### config.mk
export PLATFORM = sky130hd
export DESIGN_NAME = cp0_regs
export DESIGN_NICKNAME = d
export VERILOG_FILES = /design/src/rtl/cp0_regs.sv
export SDC_FILE = /design/constraint.sdc
export NUM_CORES = 1
export LEC_CHECK = 0
export ABC_AREA = 1
export BUFFER_PORTS_ARGS = -buffer_cell sky130_fd_sc_hd__buf_2
export CAP_MARGIN = 20
export CORE_ASPECT_RATIO = 0.6
export CORE_UTILIZATION = 49
export CTS_CLUSTER_DIAMETER = 40
export CTS_CLUSTER_SIZE = 10
export DETAILED_ROUTE_END_ITERATION = 6
export PLACE_DENSITY = 0.82
export SKIP_LAST_GASP = 1
export SLEW_MARGIN = 40
export SYNTH_ARGS = -nofsm -noshare
export SYNTH_HDL_FRONTEND = slang
export SYNTH_SLANG_ARGS = --single-unit
### constraint.sdc
create_clock -name clk -period 3.4 [get_ports clk]
set_input_delay 0.34 -clock clk [delete_from_list [all_inputs] [get_ports clk]]
set_output_delay 0.34 -clock clk [all_outputs]
set_load 0.05 [all_outputs]
### src/rtl/cp0_regs.sv
// CP0 register file: BadVAddr, Count, Compare, Status, Cause and EPC, with exception/ERET commit.
// Optional timer (Count/Compare/timer interrupt) is enabled by defining CP0_TIMER_EN.
module cp0_regs (
  input  logic        clk,
  input  logic        rst,
  input  logic        we,
  input  logic [4:0]  waddr,
  input  logic [31:0] wdata,
  input  logic [4:0]  raddr,
  output logic [31:0] rdata,
  input  logic [5:0]  int_i,
  input  logic        exc_valid,
  input  logic [4:0]  exc_code,
  input  logic [31:0] exc_pc,
  input  logic        exc_bd,
  input  logic [31:0] exc_badvaddr,
  input  logic        eret,
  output logic [31:0] status_o,
  output logic [31:0] cause_o,
  output logic [31:0] epc_o,
  output logic        timer_int_o,
  output logic        int_pending_o
);

  localparam logic [4:0] A_BADVADDR = 5'd8;
  localparam logic [4:0] A_COUNT    = 5'd9;
  localparam logic [4:0] A_COMPARE  = 5'd11;
  localparam logic [4:0] A_STATUS   = 5'd12;
  localparam logic [4:0] A_CAUSE    = 5'd13;
  localparam logic [4:0] A_EPC      = 5'd14;

  // BEV is hard-wired to 1; only IM, EXL and IE hold state.
  function automatic logic [31:0] status_pack(input logic [7:0] im, input logic exl, input logic ie);
    status_pack = {9'd0, 1'b1, 6'd0, im, 6'd0, exl, ie};
  endfunction

  function automatic logic [31:0] cause_pack(input logic bd, input logic [7:0] ip, input logic [4:0] code);
    cause_pack = {bd, 15'd0, ip, 1'b0, code, 2'b00};
  endfunction

  logic [7:0]  r_im;
  logic        r_exl;
  logic        r_ie;
  logic        r_bd;
  logic [5:0]  r_ip_hw;
  logic [1:0]  r_ip_sw;
  logic [4:0]  r_exccode;
  logic [31:0] r_epc;
  logic [31:0] r_badvaddr;

  logic        w_timer;
  logic        w_byp;
  logic        w_wr_status;
  logic        w_wr_cause;
  logic        w_wr_epc;
  logic [7:0]  w_ip;
  logic [31:0] w_status;
  logic [31:0] w_cause;
  logic        w_addr_exc;

  assign w_wr_status = we && (waddr == A_STATUS);
  assign w_wr_cause  = we && (waddr == A_CAUSE);
  assign w_wr_epc    = we && (waddr == A_EPC);
  assign w_byp       = we && (waddr == raddr);
  assign w_addr_exc  = (exc_code == 5'd4) || (exc_code == 5'd5);

  assign w_ip     = {r_ip_hw[5] | w_timer, r_ip_hw[4:0], r_ip_sw};
  assign w_status = status_pack(r_im, r_exl, r_ie);
  assign w_cause  = cause_pack(r_bd, w_ip, r_exccode);

  assign status_o      = w_status;
  assign cause_o       = w_cause;
  assign epc_o         = r_epc;
  assign int_pending_o = r_ie & ~r_exl & (|(w_ip & r_im));

`ifdef CP0_TIMER_EN
  logic [31:0] r_count;
  logic [31:0] r_compare;
  logic        r_tick;
  logic        r_timer;
  logic        w_wr_count;
  logic        w_wr_compare;

  assign w_wr_count   = we && (waddr == A_COUNT);
  assign w_wr_compare = we && (waddr == A_COMPARE);
  assign w_timer      = r_timer;
  assign timer_int_o  = r_timer;

  // Count advances on every other edge; software writes override the increment and restart the phase.
  always_ff @(posedge clk or posedge rst) begin
    if (rst) begin
      r_count   <= 32'd0;
      r_compare <= 32'd0;
      r_tick    <= 1'b0;
      r_timer   <= 1'b0;
    end else begin
      if (w_wr_count) begin
        r_count <= wdata;
        r_tick  <= 1'b0;
      end else begin
        r_tick <= ~r_tick;
        if (r_tick) begin
          r_count <= r_count + 32'd1;
        end
      end
      if (w_wr_compare) begin
        r_compare <= wdata;
        r_timer   <= 1'b0;
      end else if ((r_count == r_compare) && (r_compare != 32'd0)) begin
        r_timer <= 1'b1;
      end
    end
  end
`else
  assign w_timer     = 1'b0;
  assign timer_int_o = 1'b0;
`endif

  // Read port: a same-cycle write is forwarded, filtered through the writable-field masks.
  always_comb begin
    rdata = 32'd0;
    case (raddr)
      A_BADVADDR: rdata = r_badvaddr;
      A_STATUS:   rdata = w_byp ? status_pack(wdata[15:8], wdata[1], wdata[0]) : w_status;
      A_CAUSE:    rdata = w_byp ? cause_pack(r_bd, {w_ip[7:2], wdata[9:8]}, r_exccode) : w_cause;
      A_EPC:      rdata = w_byp ? wdata : r_epc;
`ifdef CP0_TIMER_EN
      A_COUNT:    rdata = w_byp ? wdata : r_count;
      A_COMPARE:  rdata = w_byp ? wdata : r_compare;
`endif
      default:    rdata = 32'd0;
    endcase
  end

  // Exception beats ERET beats software write on EXL/EPC; IM, IE and soft IP always take the write.
  always_ff @(posedge clk or posedge rst) begin
    if (rst) begin
      r_im       <= 8'd0;
      r_exl      <= 1'b0;
      r_ie       <= 1'b0;
      r_bd       <= 1'b0;
      r_ip_hw    <= 6'd0;
      r_ip_sw    <= 2'd0;
      r_exccode  <= 5'd0;
      r_epc      <= 32'd0;
      r_badvaddr <= 32'd0;
    end else begin
      r_ip_hw <= int_i;
      if (w_wr_status) begin
        r_im <= wdata[15:8];
        r_ie <= wdata[0];
      end
      if (w_wr_cause) begin
        r_ip_sw <= wdata[9:8];
      end
      if (exc_valid) begin
        r_exccode <= exc_code;
        r_exl     <= 1'b1;
        if (w_addr_exc) begin
          r_badvaddr <= exc_badvaddr;
        end
        if (!r_exl) begin
          r_epc <= exc_bd ? (exc_pc - 32'd4) : exc_pc;
          r_bd  <= exc_bd;
        end
      end else begin
        if (w_wr_epc) begin
          r_epc <= wdata;
        end
        if (eret) begin
          r_exl <= 1'b0;
        end else if (w_wr_status) begin
          r_exl <= wdata[1];
        end
      end
    end
  end

endmodule

==> results.yml <==
global_routing:
  first_global_vias: 5589
  grt_max_degree: 69
  grt_pass1_wl_mm: 30.4
  grt.total_usage_pct: 32.3
  gr-total-overflow: 0
  grt_antenna_before_repair: 3
pwr:
  power_leakage_uw: 0.00413
  seq_power_share_pct: 37.8
  p_int_uw: 2150
  power_density_nw_per_um2: 503
  peakVddDrop_v: 0.000305
  p_sw_share_pct: 41.5
  power_uw: 3670
  power_frac_comb_pct: 33.9
  power.switching_uw: 1520
  p_clk_share_pct: 28.3
sta:
  min_period_ns: 2.51
  timing.final.ws_setup_ns: 0.888
  rsz0062_at_grt: "no"
  drv_slew: 0
  setup_tns_ns: 0
  skew_ns: 0.00514
  clock.fmax_mhz: 398
  tightestPinTransition_ns: 0.692
  finalHoldViolations: 0
  setup_violations: 0
  period_share_pct: 73.9
  relSlewSlack_pct: 53.8
setup_path:
  arrival_ns: 2.17
  reg2reg_depth: 9
  reg2reg_from: "r_exl"
  crit_required_ns: 3.06
  reg2reg_slack_ns: 1.56
  crit_path_max_fanout: 34
  reg2reg_to: "epc_o[15]"
  startpoint_type: "input port"
  critical_path_class: "input port to output port"
  end_kind: "output port"
clock_network:
  cts_root_buffer: "clkbuf_16"
  cts_sinks: 88
  cts_tree: "built"
  postCtsHoldBufs: 0
  cts_max_level: 3
  cts_resized: 0
  cts_setup_buffers: 0
  numCtsBuffers: 9
  clk_latency_ns: 0.35
  clock_path_buffers: 2
  path_clk_slew_ns: 0.07
route:
  firstDrtPassIters: 5
  wl_met3_mm: 2.40
  route.detailed.vias_per_inst: 5.16
  via_count: 6439
  drc_errors: 0
  wl_met2_mm: 8.22
  routedWlPerCell_microns: 16.3
  wl_mm: 20.4
  drt_iter0_drc: 593
  drt-met1-wl_mm: 9.50
  top_layer_used: "met5"
  ant_nets: 0
synth:
  syn_area_sq_um: 5990
  yosysTopAreaCell: "dfrtp_1"
  synthTopCellsByArea: "dfrtp_1, nand2_1, nor2_1"
  async_reset_ff_share_pct: 100
  synth.ff_latch_count: 88
  syn_inst: 886
  synth_top_area_share_pct: 36.8
  syn_avg_cell_area_sq_um: 6.76
  ys_warn_count: 0
  yosys.cell_types.count: 34
  seq_area_frac_synth_pct: 36.8
  synth-edff-count: 0
  ys.flop_type: "dfrtp_1"
die:
  die-area_sq_um: 12700
  start_util_pct: 51.6
  floorplan.die.height_microns: 87.6
  core_area_sq_um: 11600
  ios: 253
  die_x_microns: 145
  num_rows: 30
placed_design:
  dp_cells: 1231
  port_buffers: 211
  post-dp-hpwl_mm: 15.8
  place_congestion: 0.952
  dp_slack_ns: 0.948
worst_hold_path:
  hold_path.class: "input port to async pin"
layout:
  post-route-util_pct: 62.9
  instances_no_fill: 1248
  nNetsFinal: 1206
  layout-drive-gt1-share_pct: 25.0
  synthToLayoutAreaGrowth_pct: 21.9
  fill_cells: 1126
flow_run:
  max-cap-violations: 0
status:
  status: "finished clean"
## layer usage
metal | up-vias | GRT usage [%]
li1 | 3125 | -
met1 | 2923 | 47.1
met2 | 363 | 45.9
met3 | 26 | 11.3
met4 | 2 | 6.79
met5 | - | 0
## power by group through the flow
| stage | clock network [uW] | registers, uW | logic [uW] |
|---|---|---|---|
| after global placement | 0 | 1400 | 1220 |
| final | 1040 | 1390 | 1240 |
| after CTS | 1040 | 1380 | 1240 |
| after global routing | 1090 | 1410 | 1340 |
| after detailed placement | 0 | 1400 | 1240 |
| after floorplan | 0 | 1730 | 579 |
## layout make-up
cell class                      count  area [sq um]  share of cell area (%)
Antenna cell                        2          5.00                  0.0686
Clock buffer                       10           239                    3.27
Clock inverter                      5          66.3                   0.908
Inverter                           93           354                    4.85
Multi-Input combinational cell    667          3090                    42.3
Sequential cell                    88          2200                    30.2
Tap cell                          160           200                    2.74
Timing Repair Buffer              223          1150                    15.7
## cells by family after synthesis
kind of cell | count (synthesis) | synth area share [%]
AOI/OAI and AO/OA | 137 | 12.7
xor gates and xnor gates | 5 | 0.731
adders and majority gates | 1 | 0.209
buffers and inverters | 170 | 14.1
DFF | 88 | 36.8
muxes | 21 | 3.95
other | 2 | 0.125
and+or+nand+nor | 462 | 31.4
## cell usage after synthesis (5+ instances only)
cell	number
o21bai_1	7
nor2_1	106
xor2_1	5
nand3b_1	7
nand3_1	38
o21ai_1	12
a21oi_1	45
nand4_1	14
dfrtp_1	88
buf_2	6
o22ai_1	11
o21ai_0	48
mux2_2	21
inv_1	90
clkbuf_1	19
buf_4	47
nand2_1	286
## worst max path at each step
stage,depth (start not counted),slack [ns],startpoint,to
floorplan,1,0.78,rst,epc_o[0]
global placement,11,1.0,waddr[1],rdata[30]
detailed placement,8,0.95,raddr[4],rdata[8]
CTS,8,0.95,raddr[4],rdata[8]
global route,12,0.75,waddr[1],rdata[22]
finish,11,0.89,waddr[1],rdata[30]
## flip-flops by register name (all words and copies together) (netlist names)
name        flops
epc_o          32
r_badvaddr     32
r_im            8
r_ip_hw         6
r_exccode       5
r_ip_sw         2
r_bd            1
r_exl           1
r_ie            1
## critical path, stage by stage
cell     delay, ns
buf_2         0.11
inv_1         0.06
nand2_1       0.05
o21ai_0       0.09
nor2_2        0.47
nand3_4       0.14
buf_4         0.27
o21ai_1       0.22
nand2_1       0.08
nand2_1       0.07
buf_2         0.26
## metrics by stage
step	hold WS, ns	cell area [sq um]
after floorplan	0.371	6130
after global placement	0.448	6990
after detailed placement	0.449	6990
after CTS	0.0914	7300
after global routing	0.0814	7300
final	0.0769	7300
## layout by cell type (no fill, tap or decap), drive strengths merged, types with 10 or more instances in the layout
cell	count
clkbuf	10
nor2	109
o22ai	11
a21oi	46
dfrtp	88
mux2	21
conb	41
inv	94
nand2	287
buf	223
nand3	40
nand4	14
o21ai	62
No activity file was read; power rests on OpenSTA's default activity.
